===== src/rtl/nand_prog_seq_if.sv =====
// Toggle-stage and NAND bus signals between the program sequencer and the
// toggle/pin stage. The sequencer is the master; the toggle stage is the slave.
interface nand_prog_seq_if;
    logic        tog_enable;
    logic [11:0] tog_cnt;
    logic [4:0]  tog_vec1;   // {CE_n, CLE, ALE, WE_n, RE_n} while WE_n is low
    logic [4:0]  tog_vec2;   // {CE_n, CLE, ALE, WE_n, RE_n} while WE_n is high / idle
    logic        tog_done;
    logic [11:0] tog_idx;
    logic [7:0]  io_out;
    logic        io_oe;
    logic        rb_n;

    modport master (
        output tog_enable, tog_cnt, tog_vec1, tog_vec2, io_out, io_oe,
        input  tog_done, tog_idx, rb_n
    );

    modport slave (
        input  tog_enable, tog_cnt, tog_vec1, tog_vec2, io_out, io_oe,
        output tog_done, tog_idx, rb_n
    );
endinterface


===== src/rtl/nand_prog_seq.sv =====
// NAND page-program sequencer: issues 80h, five address cycles, the data
// burst from the page buffer and 10h through the toggle stage, then waits
// for ready/busy to return high (or times out).
//
// state  | meaning
// IDLE   | waiting for start, bus released
// CMD1   | toggling the 80h program-setup command
// GAP1   | two idle cycles after CMD1
// ADDR   | toggling 2 column + 3 row address bytes
// GAP2   | two idle cycles after ADDR
// DATA   | toggling byte_count bytes from the page buffer
// GAP3   | two idle cycles after DATA
// CMD2   | toggling the 10h program-confirm command
// RBWAIT | tWB blanking, then waiting for rb_n high or timeout
// FIN    | one-cycle done pulse, chip deselected
module nand_prog_seq #(
    parameter logic [19:0] TIMEOUT = 20'd200000,
    parameter logic [3:0]  TWB     = 4'd8
) (
    input  logic            clk,
    input  logic            reset,
    input  logic            start,
    input  logic [15:0]     col_addr,
    input  logic [23:0]     row_addr,
    input  logic [11:0]     byte_count,
    output logic [11:0]     buf_addr,
    input  logic [7:0]      buf_data,
    nand_prog_seq_if.master nand_bus,
    output logic            busy,
    output logic            done,
    output logic            error
);

    localparam logic [3:0] S_IDLE   = 4'd0;
    localparam logic [3:0] S_CMD1   = 4'd1;
    localparam logic [3:0] S_GAP1   = 4'd2;
    localparam logic [3:0] S_ADDR   = 4'd3;
    localparam logic [3:0] S_GAP2   = 4'd4;
    localparam logic [3:0] S_DATA   = 4'd5;
    localparam logic [3:0] S_GAP3   = 4'd6;
    localparam logic [3:0] S_CMD2   = 4'd7;
    localparam logic [3:0] S_RBWAIT = 4'd8;
    localparam logic [3:0] S_FIN    = 4'd9;

    localparam logic [4:0]  VEC_IDLE = 5'b10011;
    localparam logic [4:0]  VEC_SEL  = 5'b00011;
    localparam logic [19:0] TWB_EXT  = {16'd0, TWB};
    localparam logic [19:0] TO_LAST  = TIMEOUT - 20'd1;

    logic [3:0]  state;
    logic [3:0]  phase_next;
    logic [15:0] col_q;
    logic [23:0] row_q;
    logic [11:0] cnt_q;
    logic        gap_cnt;
    logic [19:0] rb_cnt;
    logic [7:0]  addr_byte;

    // Status and page-buffer address follow the state directly so that reset
    // takes them back to idle values immediately.
    assign busy            = (state != S_IDLE);
    assign nand_bus.io_oe  = (state >= S_CMD1) && (state <= S_CMD2);
    assign buf_addr        = (state == S_DATA) ? nand_bus.tog_idx : 12'd0;

    // Address byte selected by the toggle stage's pulse index.
    always_comb begin
        case (nand_bus.tog_idx)
            12'd0:   addr_byte = col_q[7:0];
            12'd1:   addr_byte = col_q[15:8];
            12'd2:   addr_byte = row_q[7:0];
            12'd3:   addr_byte = row_q[15:8];
            default: addr_byte = row_q[23:16];
        endcase
    end

    // State that follows each toggle phase once its pulses are done.
    always_comb begin
        case (state)
            S_CMD1:  phase_next = S_GAP1;
            S_ADDR:  phase_next = S_GAP2;
            S_DATA:  phase_next = S_GAP3;
            default: phase_next = S_RBWAIT;
        endcase
    end

    // Sequencer state, toggle-stage setup and registered bus data.
    always_ff @(posedge clk or posedge reset) begin
        if (reset) begin
            state               <= S_IDLE;
            nand_bus.tog_enable <= 1'b0;
            nand_bus.tog_cnt    <= 12'd0;
            nand_bus.tog_vec1   <= VEC_IDLE;
            nand_bus.tog_vec2   <= VEC_IDLE;
            nand_bus.io_out     <= 8'h00;
            done                <= 1'b0;
            error               <= 1'b0;
            col_q               <= 16'd0;
            row_q               <= 24'd0;
            cnt_q               <= 12'd0;
            gap_cnt             <= 1'b0;
            rb_cnt              <= 20'd0;
        end else begin
            done <= 1'b0;
            case (state)
                S_IDLE: begin
                    if (start) begin
                        if (byte_count == 12'd0) begin
                            error <= 1'b1;
                            done  <= 1'b1;
                        end else begin
                            col_q               <= col_addr;
                            row_q               <= row_addr;
                            cnt_q               <= byte_count;
                            error               <= 1'b0;
                            nand_bus.tog_enable <= 1'b0;
                            nand_bus.tog_cnt    <= 12'd1;
                            nand_bus.tog_vec1   <= 5'b01001;
                            nand_bus.tog_vec2   <= 5'b01011;
                            nand_bus.io_out     <= 8'h80;
                            state               <= S_CMD1;
                        end
                    end
                end
                S_CMD1, S_ADDR, S_DATA, S_CMD2: begin
                    if (state == S_ADDR) begin
                        nand_bus.io_out <= addr_byte;
                    end else if (state == S_DATA) begin
                        nand_bus.io_out <= buf_data;
                    end
                    // Enable is held off for the first cycle so the toggle
                    // stage sees settled vectors and count.
                    if (!nand_bus.tog_enable) begin
                        nand_bus.tog_enable <= 1'b1;
                    end else if (nand_bus.tog_done) begin
                        nand_bus.tog_enable <= 1'b0;
                        nand_bus.tog_vec2   <= VEC_SEL;
                        gap_cnt             <= 1'b1;
                        rb_cnt              <= 20'd0;
                        state               <= phase_next;
                    end
                end
                S_GAP1, S_GAP2, S_GAP3: begin
                    if (gap_cnt) begin
                        gap_cnt <= 1'b0;
                    end else if (state == S_GAP1) begin
                        nand_bus.tog_cnt  <= 12'd5;
                        nand_bus.tog_vec1 <= 5'b00101;
                        nand_bus.tog_vec2 <= 5'b00111;
                        nand_bus.io_out   <= col_q[7:0];
                        state             <= S_ADDR;
                    end else if (state == S_GAP2) begin
                        nand_bus.tog_cnt  <= cnt_q;
                        nand_bus.tog_vec1 <= 5'b00001;
                        nand_bus.tog_vec2 <= 5'b00011;
                        nand_bus.io_out   <= buf_data;
                        state             <= S_DATA;
                    end else begin
                        nand_bus.tog_cnt  <= 12'd1;
                        nand_bus.tog_vec1 <= 5'b01001;
                        nand_bus.tog_vec2 <= 5'b01011;
                        nand_bus.io_out   <= 8'h10;
                        state             <= S_CMD2;
                    end
                end
                S_RBWAIT: begin
                    // rb_n is not trusted until tWB has elapsed after 10h.
                    if ((rb_cnt >= TWB_EXT) && nand_bus.rb_n) begin
                        done              <= 1'b1;
                        nand_bus.tog_vec1 <= VEC_IDLE;
                        nand_bus.tog_vec2 <= VEC_IDLE;
                        state             <= S_FIN;
                    end else if (rb_cnt == TO_LAST) begin
                        error             <= 1'b1;
                        done              <= 1'b1;
                        nand_bus.tog_vec1 <= VEC_IDLE;
                        nand_bus.tog_vec2 <= VEC_IDLE;
                        state             <= S_FIN;
                    end else begin
                        rb_cnt <= rb_cnt + 20'd1;
                    end
                end
                S_FIN: begin
                    state <= S_IDLE;
                end
                default: begin
                    state <= S_IDLE;
                end
            endcase
        end
    end

endmodule


===== src/flat_wrapper.sv =====
// flat-port wrapper written by rule: the top's interface ports become plain ports
module nand_prog_seq_flat 
#(
    parameter logic [19:0] TIMEOUT = 20'd200000,
    parameter logic [3:0]  TWB     = 4'd8
)
  (clk, reset, start, col_addr, row_addr, byte_count, buf_addr, buf_data, busy, done, error, nand_bus_tog_enable, nand_bus_tog_cnt, nand_bus_tog_vec1, nand_bus_tog_vec2, nand_bus_io_out, nand_bus_io_oe, nand_bus_tog_done, nand_bus_tog_idx, nand_bus_rb_n);
  nand_prog_seq_if nand_bus_i ();
  input  logic clk;
  input  logic reset;
  input  logic start;
  input  logic [15:0] col_addr;
  input  logic [23:0] row_addr;
  input  logic [11:0] byte_count;
  output logic [11:0] buf_addr;
  input  logic [7:0] buf_data;
  output logic busy;
  output logic done;
  output logic error;
  output wire logic [$bits(nand_bus_i.tog_enable)-1:0] nand_bus_tog_enable;
  output wire logic [$bits(nand_bus_i.tog_cnt)-1:0] nand_bus_tog_cnt;
  output wire logic [$bits(nand_bus_i.tog_vec1)-1:0] nand_bus_tog_vec1;
  output wire logic [$bits(nand_bus_i.tog_vec2)-1:0] nand_bus_tog_vec2;
  output wire logic [$bits(nand_bus_i.io_out)-1:0] nand_bus_io_out;
  output wire logic [$bits(nand_bus_i.io_oe)-1:0] nand_bus_io_oe;
  input wire logic [$bits(nand_bus_i.tog_done)-1:0] nand_bus_tog_done;
  input wire logic [$bits(nand_bus_i.tog_idx)-1:0] nand_bus_tog_idx;
  input wire logic [$bits(nand_bus_i.rb_n)-1:0] nand_bus_rb_n;
  assign nand_bus_tog_enable = nand_bus_i.tog_enable;
  assign nand_bus_tog_cnt = nand_bus_i.tog_cnt;
  assign nand_bus_tog_vec1 = nand_bus_i.tog_vec1;
  assign nand_bus_tog_vec2 = nand_bus_i.tog_vec2;
  assign nand_bus_io_out = nand_bus_i.io_out;
  assign nand_bus_io_oe = nand_bus_i.io_oe;
  assign nand_bus_i.tog_done = nand_bus_tog_done;
  assign nand_bus_i.tog_idx = nand_bus_tog_idx;
  assign nand_bus_i.rb_n = nand_bus_rb_n;
  nand_prog_seq #(.TIMEOUT(TIMEOUT), .TWB(TWB)) u_core (.clk(clk), .reset(reset), .start(start), .col_addr(col_addr), .row_addr(row_addr), .byte_count(byte_count), .buf_addr(buf_addr), .buf_data(buf_data), .nand_bus(nand_bus_i), .busy(busy), .done(done), .error(error));
endmodule

===== config.mk =====
export PLATFORM = sky130hd
export DESIGN_NAME = nand_prog_seq_flat
export DESIGN_NICKNAME = d
export VERILOG_FILES = /design/src/rtl/nand_prog_seq_if.sv /design/src/rtl/nand_prog_seq.sv /design/src/flat_wrapper.sv
export SDC_FILE = /design/constraint.sdc
export NUM_CORES = 1
export LEC_CHECK = 0
export CORE_MARGIN = 5
export CORE_UTILIZATION = 50
export CTS_BUF_LIST = sky130_fd_sc_hd__clkbuf_2
export DETAILED_ROUTE_END_ITERATION = 10
export GPL_TIMING_DRIVEN = 0
export PLACE_DENSITY = 0.82
export SYNTH_ARGS = -nofsm -noshare
export SYNTH_HDL_FRONTEND = slang
export SYNTH_SLANG_ARGS = --single-unit

===== constraint.sdc =====
create_clock -name clk -period 5.6 [get_ports clk]
set_clock_uncertainty 0.15 [all_clocks]
set_input_delay 1.68 -clock clk [delete_from_list [all_inputs] [get_ports clk]]
set_output_delay 1.68 -clock clk [all_outputs]
set_load 0.02 [all_outputs]

== Word level (Yosys, flattened, before mapping) ==
Cells that the tools add are included.

* Add/sub/neg operators: 1
* Bitwise gates (word level): 1
* Reduce and logical (&&, ||, !) cells: 26
* $lt $le $gt $ge: 3
* Eq/ne operators: 22
* Multiplexer cells: 65

{| class="wikitable"
|+ Operator list
! cell !! count
|-
| $mux 20 || 4
|-
| $mux 12 || 6
|-
| $mux 5 || 12
|-
| $mux 8 || 7
|-
| $mux 4 || 10
|-
| $pmux 20 s2 || 1
|-
| $pmux 8 s4 || 1
|-
| $eq 12x2->1 const B || 2
|-
| $logic_not 12->1 || 2
|-
| $pmux 12 s2 || 1
|-
| $pmux 8 s3 || 1
|-
| $add 20x1->20 const B || 1
|-
| $eq 20x18->1 const B || 1
|-
| $ge 20x4->1 const B || 1
|-
| $pmux 5 s4 || 1
|-
| $eq 4x3->1 const B || 4
|-
| $pmux 4 s4 || 1
|-
| $pmux 5 s3 || 1
|-
| $reduce_and 5->1 || 3
|-
| $mux 1 || 13
|-
| $eq 12x1->1 const B || 1
|-
| $ne 2x2->1 const B || 6
|-
| $pmux 4 s3 || 1
|-
| $reduce_bool 2->1 || 5
|-
| other kinds (20) || 32
|}

* Output and inout port bits: 47
* Word-level logic and storage cells: 131
* Bits of input ports: 77
* Register bits: 110

== Depth between registers and ports, before layout ==
* Word-level depth: 5
* Mapped depth: 8
* Mapped depth without buffers: 5

== Worst setup path before layout ==
No wires, ideal clock.

* Path kind: in2out
* From: input port nand_bus_tog_idx[1]
* To: output port buf_addr[1]
* Data required time: 3770 ps
* Path buffers: 1
* Data arrival time: 2261 ps
* Stages on the path: 2
* Slack: 1509 ps
* Cell sequence: clkbuf_1 and2_1

* Cells in the longest elaborated chain, start to end: 1

{| class="wikitable"
|+ Ends and longest elaborated chain
! item !! line !! source
|-
| from (decl) || flat_wrapper.sv:27 || <nowiki>input wire logic [$bits(nand_bus_i.tog_idx)-1:0] nand_bus_tog_idx;</nowiki>
|-
| $mux 12 || nand_prog_seq.sv:63 || <nowiki>assign buf_addr = (state == S_DATA) ? nand_bus.tog_idx : 12'd0;</nowiki>
|-
| to (decl) || flat_wrapper.sv:15 || <nowiki>output logic [11:0] buf_addr;</nowiki>
|}

Every way passes these cells.

== Worst setup path in the final report ==
* From: register u_core.state[2]
* To: output port buf_addr[7]

* Cells in the longest elaborated chain, start to end: 2

{| class="wikitable"
|+ Ends and longest elaborated chain
! item !! line !! source
|-
| from (decl) || nand_prog_seq.sv:50 || <nowiki>logic [3:0] state;</nowiki>
|-
| from (signal assigned) || nand_prog_seq.sv:139 || <nowiki>state <= phase_next;</nowiki>
|-
| $eq 4x3->1 || nand_prog_seq.sv:63 ||
|-
| $mux 12 || nand_prog_seq.sv:63 ||
|}

Every way passes these cells.

==> metrics.txt <==
clock buffer depth=2; max frequency=0.2066 GHz; worst setup margin=about 0.76 ns; Max Fanout on Critical Path=10; critical path type=reg2out; antenna violations before repair=0; R2R depth=7; clock power share=13.1%; most frequent cells in the layout=118 x clkdlybuf4s50_1, 104 x dfrtp_1, 51 x mux2_2; Post-synth EDFFs=0; worst vdd ir=between 0.0002 and 0.00025 V; WL/cell=18.63 um; TritonCTS clock tree=yes; outcome=finished, final reports clean; Comb power frac=45.5%; Critical Path Source Type=register; via count=4444; # nets final=702; Synth async-reset ratio=between 90% and 100%; # diodes=0; Routed Antenna Nets=0; reg-to-reg slack, setup=between 2 and 3 ns; Hold Crit Class=reg2reg; via/cell ratio=5.817; Net Sw Frac=38.73%; r2r startpoint=u_core.state[0]; initial core utilization=51.30%; Cell Int Power=~1.8 mW; DRC violations left=0; WHS Path Cells=2; area of the core=10320 um2; overall global routing resource usage=a little under a quarter; commonest non-fill, non-tap cell in the layout=clkdlybuf4s50_1; Post-Syn Area per Cell=10.79 um2; Die Y=around 110 um; hold wc startpoint=u_core.nand_bus.tog_cnt[1]; Root Driver=clkbuf_2; Worst-Margin Slew=0.7700 ns; # clock sinks=106; vias in the first global route=4787; DRT Wirelength=14240 um; worst skew pair latency=0.62 ns; die area=12750 um2; flops & latches, synth=106; post-synthesis sequential area ratio=around 50%; unrepaired setup endpoints after global routing=false; Std-Cell Rows=37; Inst Count DP=between 700 and 800; CTS Hold Buffers Added=0; fin cells=roughly 760; wire length of the first global-routing pass=23870 um; Syn Std Cell Area=between 5000 and 6000 um2; max-cap violations=0; Pins Over Slew Limit=0; Die Wd=112.9 um; Switch Pwr=approximately 1.1 mW; WP data arrival=3.01 ns; pin count of the biggest net entering global routing=59; fill cell count=786; Syn Inst Count=491; Hold EP=u_core.nand_bus.tog_cnt[1]; Slew HR=48.27%; Top FF cell, synth=dfrtp_1; post-place setup slack=around 0.84 ns; Critical R2R Capture=u_core.rb_cnt[11]; TritonRoute pass-1 iters=7; total power=2.968 mW; global route overflow=0; IO Port Bufs=118; H-tree lvl count=3; Iteration-0 DRC Markers=300; synth-to-layout area growth=28.73%; CTS resizes=0; clk slew on worst S/H paths=0.29 ns; cell leakage power=2.830 nW; CTS Buf Count=9; layout cells sized above 1=between 10% and 20%; final hold violation count=0; synth warn=0; I/O pins=124; Setup Buffers After CTS=0; CP Capture Type=primary output; Worst EP required=3.77 ns; fin crit share=86.45%; Yosys cell types=58; final setup violation count=0; Final Wtd Congestion=0.8767; crit path time final=4.841 ns; sequential share of power=41.5%; hpwl dp=10990 um; Power Dens Cells=435.4 nW/um2
==> per-layer routing <==
metal / global-route usage [%] / routed length (um) / up-vias
li1: - / - / 2052
met1: 28.68 / 5668 / 2180
met2: 40.32 / 7283 / 185
met3: 6.257 / 968 / 27
met4: 6.330 / 316 / 0
met5: 0 / 0 / -
==> synth_stat cells (all sizes together), types with 2 or more instances <==
library cell	number	area share, %
a31oi	2	0.24
nand2b	6	0.71
nor3	7	0.66
inv	12	0.85
o31ai	9	1.3
xnor2	2	0.33
o211ai	2	0.28
dfstp	2	0.99
ha	2	0.47
a21o	3	0.43
clkbuf	16	1.1
a21oi	24	2.5
a21boi	2	0.28
o32ai	2	0.33
or4	5	0.71
buf	16	1.9
mux4	8	3.4
o22a	7	1.2
dfrtp	104	49
nor2	19	1.3
nand4	6	0.71
nor4	9	1.1
and4	4	0.66
and3	4	0.47
mux2i	13	2.5
or2	2	0.24
and2	15	1.8
or3	7	0.83
a22oi	6	0.85
o21a	2	0.28
nand2	47	3.4
mux2	51	11
o21ai	36	3.4
nand3	21	2.0
==> power groups by stage <==
| stage | Clock, mW | Combinational [mW] | Sequential, mW |
|---|---|---|---|
| 6_report | 0.388 | 1.35 | 1.23 |
| 5_1_grt | 0.426 | 1.47 | 1.26 |
| 4_1_cts | 0.396 | 1.35 | 1.23 |
| 3_5_place_dp | 0 | 1.35 | 1.24 |
| 3_3_place_gp | 0 | 1.30 | 1.22 |
| 2_1_floorplan | 0 | 0.809 | 1.27 |
==> final cells by class <==
cell class | instances | area (um2) | area share [%]
inverters | 12 | 47.55 | 0.6974
multi-input cells | 343 | 2444 | 35.84
flip-flops and latches | 106 | 2655 | 38.94
repair buffers | 119 | 1209 | 17.73
well taps | 136 | 170.2 | 2.496
clock buffers | 9 | 45.04 | 0.6607
plain buffers | 32 | 160.2 | 2.349
clock inverters | 7 | 87.58 | 1.285
==> cell families (layout without fill, tap and decap cells) <==
logic type	Yosys count	after routing	share of synthesized area, %
buf+inv	44	179	3.874
xor+xnor	2	2	0.3308
fa+ha+maj	3	3	0.6614
simple gates	157	157	15.33
compound gates	106	106	12.90
mux	72	72	16.70
other cells	1	3	0.07080
flops	106	106	50.13
==> how the worst max path moves through the flow <==
stage | to | slack (ns) | start
after floorplan | u_core.cnt_q[0] | 0.98 | reset
after global placement | u_core.nand_bus.tog_cnt[8] | -0.47 | reset
after detailed placement | buf_addr[1] | 0.84 | nand_bus_tog_idx[1]
after CTS | buf_addr[7] | 0.76 | u_core.state[1]
after global routing | buf_addr[7] | 0.57 | u_core.state[2]
final | buf_addr[7] | 0.76 | u_core.state[2]
==> worst max-delay path: stages (launching register included) <==
cell             delay [ns]
dfrtp_1                0.40
buf_6                  0.13
clkbuf_1               0.37
nand2_1                0.20
nor2_1                 0.24
clkbuf_1               0.29
and2_1                 0.18
clkdlybuf4s50_1        0.61
==> stage by stage <==
stage | util [%] | TNS [ns] | cell area (um2) | hold WS, ns
after floorplan | - | 0 | 5304 | 0.3251
after global placement | 64.46 | -48.88 | 6655 | 0.3131
after detailed placement | 64.76 | 0 | 6685 | 0.3204
after CTS | 66.04 | 0 | 6818 | 0.3762
after global routing | 66.04 | 0 | 6818 | 0.4023
final | 66.04 | 0 | 6818 | 0.3721
==> state kept, by name (all words and copies together), names as in the netlist, 3 cells and up <==
name and cells:
u_core.col_q 16, u_core.nand_bus.tog_cnt 12, u_core.cnt_q 12, u_core.nand_bus.tog_vec1 3
u_core.row_q 24, u_core.rb_cnt 20, u_core.state 4, u_core.nand_bus.tog_vec2 3
u_core.nand_bus.io_out 8
No activity file was read; power rests on OpenSTA's default activity.
